[config.mk]
export PLATFORM = sky130hd
export DESIGN_NAME = hazard_scoreboard
export DESIGN_NICKNAME = d
export VERILOG_FILES = /design/src/rtl/cpu_pipe_pkg.sv /design/src/rtl/hazard_port_match.sv /design/src/rtl/hazard_scoreboard.sv
export SDC_FILE = /design/constraint.sdc
export NUM_CORES = 1
export LEC_CHECK = 0
export ABC_AREA = 1
export CAP_MARGIN = 10
export CORE_MARGIN = 3
export CORE_UTILIZATION = 56
export CTS_CLUSTER_SIZE = 12
export DETAILED_ROUTE_END_ITERATION = 10
export PLACE_DENSITY = 0.85
export SLEW_MARGIN = 5
export SYNTH_ARGS = -nofsm -noshare
export SYNTH_HDL_FRONTEND = slang
export SYNTH_SLANG_ARGS = --single-unit
[constraint.sdc]
create_clock -name clk -period 4 [get_ports clk]
set_input_delay 1.2 -clock clk [delete_from_list [all_inputs] [get_ports clk]]
set_output_delay 1.2 -clock clk [all_outputs]
set_load 0.1 [all_outputs]
[src/rtl/cpu_pipe_pkg.sv]
// Shared pipeline types: forward-select width helper, register-file select code
// and the per-stage scoreboard entry.
package cpu_pipe_pkg;

  localparam int FWD_RF  = 0;
  // Widest register address a stage entry can hold; narrower AW is zero-extended.
  localparam int RD_MAXW = 8;

  typedef logic [RD_MAXW-1:0] rd_t;

  typedef struct packed {
    logic v;
    logic wr;
    logic ld;
    rd_t  rd;
  } stage_ent_t;

  function automatic int sel_w(input int stages);
    return (stages < 1) ? 1 : $clog2(stages + 1);
  endfunction

endpackage

[src/rtl/hazard_port_match.sv]
// One decode read port: youngest-writer priority match, forward select and
// load-use hazard flag.
module hazard_port_match
  import cpu_pipe_pkg::*;
#(
  parameter int STAGES     = 3,
  parameter int AW         = 5,
  parameter int LOAD_STAGE = 2,
  parameter int SW         = 2
) (
  input  logic                    rs_used,
  input  logic [AW-1:0]           rs,
  input  stage_ent_t [STAGES:1]   ents,
  output logic [SW-1:0]           sel,
  output logic                    haz
);

  always_comb begin
    logic found;
    found = 1'b0;
    sel   = SW'(FWD_RF);
    haz   = 1'b0;
    // Scan from stage 1 so the youngest writer claims the port first.
    for (int k = 1; k <= STAGES; k++) begin
      if (!found && rs_used && (rs != '0) && ents[k].v && ents[k].wr &&
          (ents[k].rd != '0) && (ents[k].rd == rd_t'(rs))) begin
        found = 1'b1;
        if (ents[k].ld && (k < LOAD_STAGE)) haz = 1'b1;
        else                                sel = SW'(k);
      end
    end
  end

endmodule

[src/rtl/hazard_scoreboard.sv]
// In-order pipeline hazard scoreboard: tracks destination registers in flight,
// drives per-port forward selects and stalls decode on load-use hazards.
module hazard_scoreboard
  import cpu_pipe_pkg::*;
#(
  parameter  int STAGES     = 3,
  parameter  int AW         = 5,
  parameter  int RPORTS     = 2,
  parameter  int LOAD_STAGE = 2,
  localparam int SW         = sel_w(STAGES)
) (
  input  logic                   clk,
  input  logic                   reset,
  input  logic                   id_valid,
  input  logic [RPORTS*AW-1:0]   id_rs,
  input  logic [RPORTS-1:0]      id_rs_used,
  input  logic                   id_wr_en,
  input  logic [AW-1:0]          id_rd,
  input  logic                   id_is_load,
  input  logic                   flush,
  input  logic                   ext_stall,
  output logic                   stall,
  output logic                   issue,
  output logic [RPORTS*SW-1:0]   fwd_sel,
  output logic [15:0]            stall_cnt
);

  stage_ent_t [STAGES:1] ents;
  logic [RPORTS-1:0]     port_haz;
  logic                  hazard;
  logic                  haz_stall;

  for (genvar p = 0; p < RPORTS; p++) begin : g_port
    hazard_port_match #(
      .STAGES     (STAGES),
      .AW         (AW),
      .LOAD_STAGE (LOAD_STAGE),
      .SW         (SW)
    ) u_match (
      .rs_used (id_rs_used[p]),
      .rs      (id_rs[p*AW +: AW]),
      .ents    (ents),
      .sel     (fwd_sel[p*SW +: SW]),
      .haz     (port_haz[p])
    );
  end

  assign hazard    = |port_haz;
  // A flushed decode slot cannot cause a hazard stall.
  assign haz_stall = hazard & id_valid & ~flush;
  assign stall     = haz_stall | ext_stall;
  assign issue     = id_valid & ~stall & ~flush;

  always_ff @(posedge clk) begin
    if (reset) begin
      ents      <= '0;
      stall_cnt <= '0;
    end else if (!ext_stall) begin
      for (int k = STAGES; k >= 2; k--) ents[k] <= ents[k-1];
      ents[1] <= issue ? '{v: 1'b1, wr: id_wr_en, ld: id_is_load, rd: rd_t'(id_rd)}
                       : '0;
      if (haz_stall && (stall_cnt != 16'hFFFF)) stall_cnt <= stall_cnt + 16'd1;
    end
  end

endmodule
==> results of run 1 <==
[through the flow]
step	util	instance area [µm²]	setup TNS, ns	hold WS (ns)
6_report	0.819	3160	0	0.494
5_1_grt	0.819	3160	0	0.502
4_1_cts	0.805	3100	0	0.492
3_5_place_dp	0.773	2980	-0.125	0.482
3_3_place_gp	0.773	2980	-0.0610	0.466
2_1_floorplan	-	2370	0	0.455
[critical path: cells and delay by family]
family	cells	cell delay, ns
buffers and inverters	3	0.67
and+or+nand+nor	3	0.42
AOI/OAI and AO/OA	2	0.27
[state kept, by name (all words and copies together) (netlist names)]
name / count
ents: 22
stall_cnt: 16
[routing by layer]
| metal | GRT usage | vias up | part of all wire |
|---|---|---|---|
| met4 | 0.0731 | 0 | 0.019 |
| met2 | 0.414 | 166 | 0.44 |
| li1 | - | 1319 | - |
| met3 | 0.0526 | 17 | 0.090 |
| met1 | 0.415 | 1239 | 0.45 |
| met5 | 0 | - | 0 |
[power breakdown]
group	internal, mW	switching [mW]
registers	0.388	0.0124
logic	0.0501	0.0708
clock network	0.184	0.141
total	0.622	0.224
[Yosys cell counts]
library cell,n
clkinv_1,1
xnor2_1,5
buf_1,2
buf_6,1
nand2_2,2
nand2_1,85
inv_1,33
dfxtp_1,38
nand2_4,1
o211ai_1,2
o21ai_0,19
nor2_1,37
xor2_1,15
nor3b_2,1
buf_4,1
nor3_1,6
a221oi_1,1
nand4_1,29
nor3b_4,1
nand3_1,18
clkbuf_1,8
ha_1,1
nand3_4,1
a21oi_1,40
inv_2,6
a21oi_2,1
nor4_1,2
o22ai_1,4
[how the worst min path moves through the flow]
stage                                      from                    end  slack (ns)
after global routing      ents[10]$_SDFFE_PP0N_  ents[10]$_SDFFE_PP0N_        0.50
after global placement     ents[9]$_SDFFE_PP0N_   ents[9]$_SDFFE_PP0N_        0.47
after CTS                 ents[10]$_SDFFE_PP0N_  ents[10]$_SDFFE_PP0N_        0.49
after detailed placement  ents[10]$_SDFFE_PP0N_  ents[10]$_SDFFE_PP0N_        0.48
final                     ents[32]$_SDFFE_PP0N_  ents[32]$_SDFFE_PP0N_        0.49
after floorplan           ents[10]$_SDFFE_PP0N_  ents[10]$_SDFFE_PP0N_        0.45
[timing repair]
action / 4_1_cts / 5_1_grt
pin swaps: 0 / 6
buffers inserted: 0 / 0
endpoints found under the setup margin: 4 / 6
gates resized for setup: 10 / 18
[cell families after synthesis]
kind of cell    share of synthesized area
compound gates                      0.150
simple gates                        0.359
xor+xnor                           0.0745
buf+inv                            0.0878
flops                               0.323
fa+ha+maj                         0.00532
[layout by cell type (no fill, tap or decap), types with 3 or more instances in the layout]
cell type	netlist	routed
inv_1	33	29
buf_12	0	6
o21ai_0	19	16
buf_4	1	15
dlygate4sd2_1	0	4
nor3_1	6	6
nor2_1	37	33
nand2_1	85	84
xor2_1	15	15
inv_2	6	10
a21oi_1	40	38
nand4_1	29	29
o22ai_1	4	4
nand3_1	18	15
clkbuf_8	0	5
nor2_2	0	4
xnor2_1	5	5
dfxtp_1	38	38
a21oi_2	1	3
clkdlybuf4s50_1	0	26
nand3_2	0	3
dlymetal6s2s_1	0	6
[final cells by class]
cell class / count / area (µm²)
Multi-Input combinational cell: 271 / 1450
Sequential cell: 38 / 761
Fill cell: 289 / 698
Timing Repair Buffer: 59 / 626
Inverter: 40 / 150
Clock buffer: 5 / 68.8
Tap cell: 48 / 60.1
Clock inverter: 3 / 40.0
==> results by group, run 1 <==
Status
  – Status: finished clean

Floorplanning
  – Rows: 22
  – Die Y-Extent: 70.8 µm
  – Ports: 46
  – Width of the chip: roughly 70 µm
  – Starting Density: 0.610
  – Die area: between 0.005 and 0.006 mm²
  – Core Region: just under 0.004 mm²

Critical path
  – RR Endpoint: stall_cnt[12]$_SDFFE_PP0P_
  – CP cell instances: dlygate4sd2_1 -> a21oi_1 -> o211ai_1 -> nor4_1 -> buf_4 -> nor2_1 -> nor2_2 -> buf_12
  – CP startpoint: id_rs[1]
  – CP max FO: 6
  – R2r setup slk: around 2 ns
  – Crit-path max cell delay: 0.31 ns
  – Worst endpoint required time: approximately 2.8 ns
  – Crit Path Category: in -> out
  – Worst EP arrival: about 2.6 ns
  – Crit end category: output pin
  – FF-to-FF Start: ents[3]$_SDFFE_PP0N_
  – CP Launch Type: input pin
  – Slowest CP cell: dlygate4sd2_1
  – Reg2reg path depth: 10
  – End point of the critical path: fwd_sel[1]

STA
  – Count of endpoints failing setup in the final report: 0
  – Max Transition Viols Final: 0
  – Fmax: 0.265 GHz
  – Fin crit share: 0.943
  – Final min period: between 3 and 4 ns
  – Least-Margin Pin Slew: 1.01 ns
  – Clock Skew: about 0.0057 ns
  – Max_slew headroom: 0.327
  – Final Hold Viols: 0
  – RSZ-0062 raised after global routing: no
  – PnR worst setup slack: 0.229 ns

Detailed routing
  – Wire per inst: 15.1 µm
  – Vias post-DR: 2741
  – DR iter-0 viols: just over 400
  – DRC Markers: 0
  – Pre-Repair DR Iteration Count: 5
  – Routed WL: 7.01 mm
  – ANT nets after route: 0
  – Via/cell ratio: about 5.9

Cells and area
  – Proportion of layout cells with a drive suffix above 1: 0.149
  – Final net count: 440
  – P&R area growth vs syn: 34.1%
  – Final Non-Filler Cells: about 460
  – Antenna Cells: 0

Synthesis
  – Synth Warn #: 0
  – #FFs+latches synth: 38
  – Synth area leader: dfxtp_1
  – Seq/Total Area, Yosys: 0.323
  – Top cells by area, synth: dfxtp_1 (32%), nand2_1 (14%), a21oi_1 (8.5%)
  – Synth Cell Area: 0.00235 mm²
  – Syn_area_per_cell: 6.52 µm²
  – Synthesized net count: around 390
  – Synth Instances: approximately 360
  – Post-synth cell types: 28
  – Yosys top cell area share: 0.323

Placed design
  – Dpl ws: -0.0985 ns
  – Placed cells: about 460
  – HPWL Detailed: between 4 and 5 mm
  – Routability Congestion: about 0.95
  – IO buf count: 45

Min path
  – Hold depth: 2
  – Worst Hold Class: reg -> reg

Clock network
  – Sink Count: 38
  – CTS root buf: clkbuf_8
  – CTS H-tree depth: 2
  – Maximum root-to-sink buffer count: 2
  – CTS tree: done
  – Worst-path clk slew: around 0.07 ns
  – Worst-skew pair later-pin latency: between 0.2 and 0.3 ns
  – Cts bufs inserted: 5
  – # hold bufs at CTS: 0

GRT
  – Global-route wire length before repair: between 10 and 15 mm
  – Grt total ovfl: 0
  – Initial antenna violation count: 0
  – Largest net degree at the start of global routing: 26
  – Vias in the first global route: between 2000 and 2500
  – Total track usage: 0.279

Pwr
  – Overall power: 846 µW
  – Leakage: 1.29 nW
  – Pwr Density: about 270 mW/mm²
  – Peak VDD IR: ~0.24 mV

Flow run
  – MaxCap Viol Count: 0
No activity file was read; power rests on OpenSTA's default activity.
==> inputs of run 2 (changes only) <==
CORE_UTILIZATION = 58   (was 56)
PLACE_DENSITY = 0.86   (was 0.85)
SYNTH_HIERARCHICAL = 1   (was unset)
==> run 2 against run 1 <==
Compared with the run above: clock power rose by 2%; cell count grew 31%; non-clock buffer count grew 11; sequential share of layout area fell by 3.2 points; routed wire length increased by 10%; first-iteration DRC count fell by 22%; hold slack improved by 0.0028 ns; synthesized cell count rose by 29%; die area increased by 11%; sequential power increased by 1%; fmax decreased by 2.6%; via count is 15% higher; critical path type unchanged; critical endpoint is now fwd_sel[0].
==> results by group, run 2 <==
STA
  – Count of endpoints failing setup in the final report: 0
  – Max_slew headroom: 0.343
  – Max Transition Viols Final: 0
  – Fin crit share: 0.968
  – RSZ-0062 raised after global routing: no
  – PnR worst setup slack: roughly 0.13 ns
  – Fmax: ~0.26 GHz
  – Clock Skew: 0.00467 ns
  – Fin Setup TNS: 0 ns
  – Final Hold Viols: 0
  – Least-Margin Pin Slew: between 0.9 and 1 ns
  – Final min period: around 3.9 ns

Cells and area
  – Most common cell after layout, fill and taps aside: nand2_1
  – Antenna Cells: 0
  – Proportion of layout cells with a drive suffix above 1: 0.185
  – Final instance area: between 0.003 and 0.004 mm²
  – Largest regs: ents: 22 flops, stall_cnt: 16 flops
  – Final net count: roughly 580
  – Max reg flops: 22
  – P&R area growth vs syn: 33.6%
  – Finished Core Util: 0.818
  – Largest Register: ents
  – Fillcell total: around 320
  – Most frequent cells in the layout: nand2_1 (130), nor2_1 (102), inv_1 (44)

GRT
  – Total track usage: 0.285
  – Largest net degree at the start of global routing: 30
  – Grt total ovfl: 0
  – Vias in the first global route: roughly 2700
  – Global-route wire length before repair: 12.4 mm
  – Initial antenna violation count: 0

Pwr
  – Overall power: between 800 and 900 µW
  – Pwr Density: about 240 mW/mm²
  – Peak VDD IR: approximately 0.23 mV
  – Leakage: 1.64 nW

Detailed routing
  – Pre-Repair DR Iteration Count: 5
  – DR iter-0 viols: between 300 and 400
  – Routed WL: a little under 8 mm
  – ANT nets after route: 0
  – DRC Markers: 0
  – Wire per inst: approximately 13 µm
  – Vias post-DR: approximately 3100
  – Via/cell ratio: 5.18

Floorplanning
  – Core Region: between 0.004 and 0.005 mm²
  – Width of the chip: ~74 µm
  – Ports: 46
  – Rows: 24
  – Die Y-Extent: ~74 µm
  – Starting Density: 0.612
  – Die area: approximately 0.0055 mm²

Min path
  – Worst Hold Class: reg -> reg

Critical path
  – CP Buf/Inv Count: 4
  – CP cell instances: dlygate4sd2_1 -> inv_2 -> buf_4 -> nand2_1 -> nand2_1 -> nand2_1 -> nor2_1 -> nand3_1 -> nor2_1 -> nand2_1 -> nand2_1 -> buf_12
  – Crit Path Category: in -> out
  – Worst endpoint required time: 2.80 ns
  – CP max FO: 4
  – Worst EP arrival: about 2.7 ns
  – Most used cell, CP: nand2_1
  – CP Launch Type: input pin
  – Crit-path leading delay family: simple AND/OR/NAND/NOR gates
  – Slowest CP cell: dlygate4sd2_1
  – Crit end category: output pin
  – Crit-path max cell delay: roughly 0.28 ns

Placed design
  – Placed instance area: roughly 0.0035 mm²
  – Routability Congestion: between 0.9 and 1
  – IO buf count: 45
  – HPWL Detailed: between 5 and 6 mm
  – Dpl ws: -0.101 ns

Synthesis
  – Synth Instances: between 400 and 500
  – Synth Cell Area: ~0.0027 mm²
  – Syn_area_per_cell: a little under 6 µm²
  – Synth Warn #: 6

Flow run
  – MaxCap Viol Count: 0

Clock network
  – Cts bufs inserted: 5
  – CTS H-tree depth: 2
  – Worst-path clk slew: 0.07 ns
  – # hold bufs at CTS: 0
  – Worst-skew pair later-pin latency: about 0.29 ns
  – CTS tree: done
  – Maximum root-to-sink buffer count: 2
  – Sink Count: 38
  – CTS root buf: clkbuf_8

Status
  – Status: finished clean
[run 2: layout make-up]
| class | count | area (µm²) | share of cell area |
|---|---|---|---|
| multi-input cells | 384 | 1800 | 0.495 |
| flip-flops and latches | 38 | 761 | 0.209 |
| repair buffers | 70 | 681 | 0.187 |
| inverters | 57 | 215 | 0.0592 |
| clock buffers | 6 | 82.6 | 0.0227 |
| well taps | 52 | 65.1 | 0.0179 |
| clock inverters | 1 | 30.0 | 0.00826 |
[run 2: worst reg2reg max path, stage by stage, from the launching register on]
cell     delay, ns
dfxtp_1       0.52
inv_1         0.08
nand2_1       0.07
nand2_1       0.06
nor2_2        0.09
nand2_2       0.07
nor2_4        0.09
nand2_1       0.09
nor2_2        0.13
buf_4         0.12
o21ai_2       0.06
buf_4         0.16
nor2_4        0.23
buf_4         0.20
nand3_1       0.09
nand2_1       0.10
nor2_1        0.04
[run 2: metal layers]
layer	vias up	share of wire	GRT usage	wire (µm)
li1	1579	-	-	-
met3	16	0.059	0.0473	455
met4	0	0.017	0.0672	134
met2	126	0.48	0.492	3750
met1	1427	0.44	0.370	3390
met5	-	0	0	0
[run 2: path summary, 6_finish.rpt]
kind	start	end	slack (ns)	cells after the start
max reg2reg	ents[3]$_SDFFE_PP0N_	stall_cnt[4]$_SDFFE_PP0P_	1.70	16
min	ents[8]$_SDFFE_PP0N_	ents[8]$_SDFFE_PP0N_	0.50	2
max	id_rs[4]	fwd_sel[0]	0.13	12
min reg2reg	ents[8]$_SDFFE_PP0N_	ents[8]$_SDFFE_PP0N_	0.50	2
[run 2: repair_timing]
action | CTS | global route
resized for setup | 14 | 11
endpoints found under the setup margin | 6 | 4
pin swaps | 0 | 6
buffers inserted | 0 | 1
[run 2: through the flow]
step	cells	hold WS [ns]
global placement	600	0.478
detailed placement	600	0.484
finish	608	0.497
global route	608	0.538
floorplan	488	0.451
CTS	607	0.495
[run 2: where the power goes]
group | switching (mW) | internal (mW) | leakage (nW)
registers | 0.0175 | 0.388 | 0.309
clock network | 0.133 | 0.200 | 0.0573
logic | 0.0799 | 0.0602 | 1.28
total | 0.230 | 0.648 | 1.64
